[src/rtl/divide_sequencer_pkg.sv]
// Shared definitions for the iterative divider: register value type, FSM states
// and the execute-stage operation codes that route work to the divider.
`timescale 1ns/1ps
package divide_sequencer_pkg;

  typedef logic [31:0] regval_t;

  typedef enum logic [1:0] {
    Idle  = 2'd0,
    Run   = 2'd1,
    Fixup = 2'd2,
    Done  = 2'd3
  } div_state_t;

  localparam logic [3:0] DivideSigned   = 4'd6;
  localparam logic [3:0] DivideUnsigned = 4'd7;

endpackage

[src/rtl/divide_sequencer_step.sv]
// One restoring-division step: shift {rem, quo} left, subtract the divisor
// magnitude when it fits and record the outcome in the quotient LSB.
`timescale 1ns/1ps
module divide_step #(
  parameter int WIDTH = 32
) (
  input  logic [WIDTH-1:0] rem,
  input  logic [WIDTH-1:0] quo,
  input  logic [WIDTH-1:0] divisor_mag,
  output logic [WIDTH-1:0] rem_next,
  output logic [WIDTH-1:0] quo_next
);

  // One extra bit: the shifted remainder can exceed WIDTH bits for large unsigned divisors.
  logic [WIDTH:0] partial;
  logic [WIDTH:0] divisor_wide;
  logic [WIDTH:0] difference;

  assign partial      = {rem, quo[WIDTH-1]};
  assign divisor_wide = {1'b0, divisor_mag};
  assign difference   = partial - divisor_wide;

  always_comb begin
    if (partial >= divisor_wide) begin
      rem_next = difference[WIDTH-1:0];
      quo_next = {quo[WIDTH-2:0], 1'b1};
    end else begin
      rem_next = partial[WIDTH-1:0];
      quo_next = {quo[WIDTH-2:0], 1'b0};
    end
  end

endmodule

[src/rtl/divide_sequencer.sv]
// Multi-cycle signed/unsigned divider for the execute stage: magnitude restoring
// division over WIDTH cycles, followed by a sign fixup and a one-cycle done pulse.
`timescale 1ns/1ps
module divide_sequencer
  import divide_sequencer_pkg::*;
#(
  parameter int WIDTH = $bits(regval_t)
) (
  input  logic             clock,
  input  logic             reset_n,
  input  logic             start,
  input  logic             is_signed,
  input  logic [WIDTH-1:0] dividend,
  input  logic [WIDTH-1:0] divisor,
  input  logic             abort,
  output logic             hold,
  output logic             busy,
  output logic             done,
  output logic [WIDTH-1:0] quotient,
  output logic [WIDTH-1:0] remainder
);

  localparam int CountWidth = (WIDTH > 1) ? $clog2(WIDTH) : 1;

  div_state_t state;
  div_state_t state_next;

  logic [WIDTH-1:0]      rem_q;
  logic [WIDTH-1:0]      quo_q;
  logic [WIDTH-1:0]      divisor_mag;
  logic [WIDTH-1:0]      rem_next;
  logic [WIDTH-1:0]      quo_next;
  logic [CountWidth-1:0] count;
  logic                  negate_q;
  logic                  negate_r;
  logic                  accept;

  function automatic logic [WIDTH-1:0] magnitude(input logic [WIDTH-1:0] value,
                                                 input logic             signed_op);
    return (signed_op && value[WIDTH-1]) ? -value : value;
  endfunction

  divide_step #(.WIDTH(WIDTH)) u_step (
    .rem         (rem_q),
    .quo         (quo_q),
    .divisor_mag (divisor_mag),
    .rem_next    (rem_next),
    .quo_next    (quo_next)
  );

  assign accept = (state == Idle) && start && !abort;
  assign hold   = reset_n && (accept || state == Run || state == Fixup);

  always_comb begin
    state_next = state;
    case (state)
      Idle:    if (accept) state_next = (divisor == '0) ? Done : Run;
      Run:     if (abort) state_next = Idle;
               else if (count == '0) state_next = Fixup;
      Fixup:   state_next = abort ? Idle : Done;
      Done:    state_next = Idle;
      default: state_next = Idle;
    endcase
  end

  // busy and done are registered views of the next state, so an abort suppresses both.
  always_ff @(posedge clock or negedge reset_n) begin
    if (!reset_n) begin
      state       <= Idle;
      busy        <= 1'b0;
      done        <= 1'b0;
      quotient    <= '0;
      remainder   <= '0;
      rem_q       <= '0;
      quo_q       <= '0;
      divisor_mag <= '0;
      count       <= '0;
      negate_q    <= 1'b0;
      negate_r    <= 1'b0;
    end else begin
      state <= state_next;
      busy  <= (state_next == Run) || (state_next == Fixup);
      done  <= (state_next == Done);
      case (state)
        Idle: begin
          if (accept) begin
            if (divisor == '0) begin
              quotient  <= '1;
              remainder <= dividend;
            end else begin
              rem_q       <= '0;
              quo_q       <= magnitude(dividend, is_signed);
              divisor_mag <= magnitude(divisor, is_signed);
              negate_q    <= is_signed && (dividend[WIDTH-1] ^ divisor[WIDTH-1]);
              negate_r    <= is_signed && dividend[WIDTH-1];
              count       <= CountWidth'(WIDTH - 1);
            end
          end
        end
        Run: begin
          if (!abort) begin
            rem_q <= rem_next;
            quo_q <= quo_next;
            count <= count - CountWidth'(1);
          end
        end
        Fixup: begin
          if (!abort) begin
            quotient  <= negate_q ? -quo_q : quo_q;
            remainder <= negate_r ? -rem_q : rem_q;
          end
        end
        default: ;
      endcase
    end
  end

endmodule

[config.mk]
export PLATFORM = sky130hd
export DESIGN_NAME = divide_sequencer
export DESIGN_NICKNAME = d
export VERILOG_FILES = /design/src/rtl/divide_sequencer_pkg.sv /design/src/rtl/divide_sequencer_step.sv /design/src/rtl/divide_sequencer.sv
export SDC_FILE = /design/constraint.sdc
export NUM_CORES = 1
export LEC_CHECK = 0
export CORE_MARGIN = 4
export CORE_UTILIZATION = 35
export DETAILED_ROUTE_END_ITERATION = 12
export SYNTH_ARGS = -nofsm -noshare
export SYNTH_HDL_FRONTEND = slang
export SYNTH_SLANG_ARGS = --single-unit
[constraint.sdc]
create_clock -name clock -period 3.81 [get_ports clock]
set_input_delay 1.143 -clock clock [delete_from_list [all_inputs] [get_ports clock]]
set_output_delay 1.143 -clock clock [all_outputs]
set_load 0.02 [all_outputs]
==> flow_summary.toml <==
[yosys]
synthCells = 1438
synth-compound-area-share_pct = 21.97
synth-seq-cells = 171
synth_fp_nets = 1546
synth_top_area_share_pct = 37.35
synth-edff-count = 0
ys_seq_area_share_pct = 37.35
synthAdderAreaFrac_pct = 4.325
yosysUniqueCellTypes = 57
synth-simple-area-share_pct = 19.47
yosysWarnings = 0
synth_top_family_by_area = "compound AO/OA/AOI/OAI gates"
synth_area_per_cell_um2 = 7.967
synth_xor_area_share_pct = 11.01
yosysMostFrequentCell = "nand2_1"
async_reset_ff_share_pct = 100.0
yosys.area.top_type = "dfrtp_1"
synth_area_um2 = 11460
ys.flop_type = "dfrtp_1"
muxShareOfSynthArea_pct = 1.409
yosys-top-cells-count = "183 x nand2_1, 177 x o21ai_0, 171 x dfrtp_1"
yosys-top-cells-area = "dfrtp_1 37%, o21ai_0 7.7%, xor2_1 7.0%"

[sta]
final_max_slew_viol_count = 0
worst_pin_slew_ns = 1.086
fin_tns_setup_ns = 0
fmax_mhz = 287.2
final_hold_viol_count = 0
slew-limit-headroom_pct = 27.63
skew_ns = 0.01162
setup_viol = 0
rsz0062_at_grt = "no"
period_share_pct = 91.37
period_needed_ns = 3.481

[worst_setup_path]
path_class = "primary input to flop"
cp_max_fo = 32
r2r-end = "rem_q[30]"
cp_data_required_time_ns = 4.16
cp.arrival_ns = 3.84
r2r_cells = 13
end_kind = "flop"
r2r-start = "quo_q[31]"
r2r_slack_ns = 0.38
critPathLaunchType = "primary input"

[power_and_ir_drop]
powerDensity_nw_per_um2 = 467.6
peakVddDrop_uv = 319.1
leakage_nw = 6.223

[floorplan]
rows = 65
die_area_um2 = 35690
start_util_pct = 35.85
die_h_um = 188.9
chipWidth_um = 188.9
coreArea_um2 = 31960
io_pins = 136

[clock_tree]
ctsHoldBuffers = 0
cts_tree = "yes"
path_clk_slew_ns = 0.07
clock_latency_ns = 0.44
cts.sink_count = 171
postCtsSetupBuffers = 0
clk_path_buf_depth = 2
root_buffer = "clkbuf_16"
cts_max_level = 4
post_cts_resized = 0
cts_made_buffers = 17

[global_routing]
grt_max_degree = 68
grt_overflow = 0
grt_use_total_pct = 17.95
grt_pass1_vias = 10018
antenna_found_initial = 0
grt_pass1_wl_um = 52670

[final_layout]
diodes = 0
syn_to_final_growth_pct = 25.26
stdcell_area_um2 = 14350
fin_nets = 1692
drive_gt1_share_pct = 8.579
num-fill-cells = 3162

[hold_path]
hp-start = "divisor_mag[23]"
hold-path-endpoint = "divisor_mag[23]"
worstHoldPathCells = 2
hp-class = "flop to flop"

[drt]
wl_per_cell_um = 16.02
firstDrtPassIters = 5
vias = 10530
routed_wl_um = 32540
route.detailed.drc = 0
dr.first_iter.drc_count = 602
vias_per_cell = 5.182
ant_nets = 0

[place]
dp_hpwl_um = 25610
gp_congestion = 0.9169
io_buffers = 135
place_area_um2 = 13730

[job]
max_cap_viol_count = 0

[run_status]
status = "finished, final reports clean"
## per-layer routing
metal  vias up  GRT usage (%)  share of wire (%)
li1       5300              -                  -
met1      4955          24.45                 47
met2       242          30.33                 47
met3        33          2.968                4.6
met4         0          3.643                1.6
met5         -              0                  0
## sequential cells by signal, indices dropped and copies added (netlist names)
signal / cells
busy: 1
done: 1
state: 2
rem_q: 32
quo_q: 32
quotient: 32
remainder: 32
negate_q: 1
negate_r: 1
count: 5
divisor_mag: 32
## critical path, stage by stage
cell and delay, ns:
clkdlybuf4s50_1 0.41, or4_1 0.55, nor3_1 0.26, buf_4 0.16, and3_1 0.27, a31oi_1 0.14, buf_4 0.17, nor3_4 0.29
buf_12 0.23, nor2_1 0.06, a21oi_1 0.12
## power by group
part,switching (mW),internal [mW]
clock,0.830,1.01
combinational,1.42,1.08
sequential,0.303,2.07
## how the worst max path moves through the flow
stage / startpoint / to / slack [ns]
finish: divisor[10] / quotient[2] / 0.33
global route: divisor[10] / quotient[5] / 0.14
CTS: abort / hold / 0.02
detailed placement: dividend[5] / quo_q[27] / -0.12
global placement: dividend[5] / quo_q[26] / -0.08
floorplan: divisor[10] / quo_q[10] / 0.33
## kinds of logic after synthesis
group,Yosys count
compound gates,442
mux,16
xor+xnor,144
flops,171
simple gates,492
fa+ha+maj,39
buf+inv,134
## metrics by stage
stage | cells | setup WS, ns | power [mW] | util, % | hold WS [ns]
floorplan | 1438 | 0.3265 | 4.087 | - | 0.4498
global placement | 2000 | -0.07657 | 4.883 | 42.96 | 0.4653
detailed placement | 2000 | -0.1180 | 4.914 | 42.96 | 0.4753
CTS | 2032 | 0.01966 | 6.771 | 44.89 | 0.4919
global route | 2032 | 0.1439 | 7.179 | 44.90 | 0.5072
finish | 2032 | 0.3287 | 6.711 | 44.90 | 0.4827
## placed cells by master, fill, tap and decap left out, types with 7 or more instances in the layout
master / synthesis / final
clkbuf_16: 0 / 17
nand4_1: 9 / 9
buf_4: 0 / 74
ha_1: 38 / 38
clkdlybuf4s50_1: 0 / 133
o31ai_1: 27 / 27
o21ai_0: 177 / 176
nor4_1: 12 / 12
nand2_1: 183 / 183
and3_1: 8 / 8
nor2_1: 159 / 157
mux2i_1: 15 / 15
a21o_1: 19 / 19
nor3_1: 20 / 20
or3_1: 22 / 21
xnor2_1: 53 / 53
o41ai_1: 13 / 13
nor2b_1: 10 / 9
nand2b_1: 12 / 11
a31oi_1: 11 / 11
nand3_1: 21 / 21
xor2_1: 91 / 91
o211ai_1: 7 / 7
dfrtp_1: 171 / 171
or2_2: 7 / 7
or4_1: 9 / 9
inv_1: 46 / 46
a21oi_1: 155 / 155
## layout make-up
type	instances	area [µm²]	area share, %
clock inverters	15	192.7	1.343
flip-flops and latches	171	4279	29.82
inverters	46	172.7	1.203
repair buffers	215	2031	14.15
clock buffers	17	425.4	2.964
multi-input cells	1133	6706	46.73
well taps	435	544.3	3.792
No activity file was read; power rests on OpenSTA's default activity.
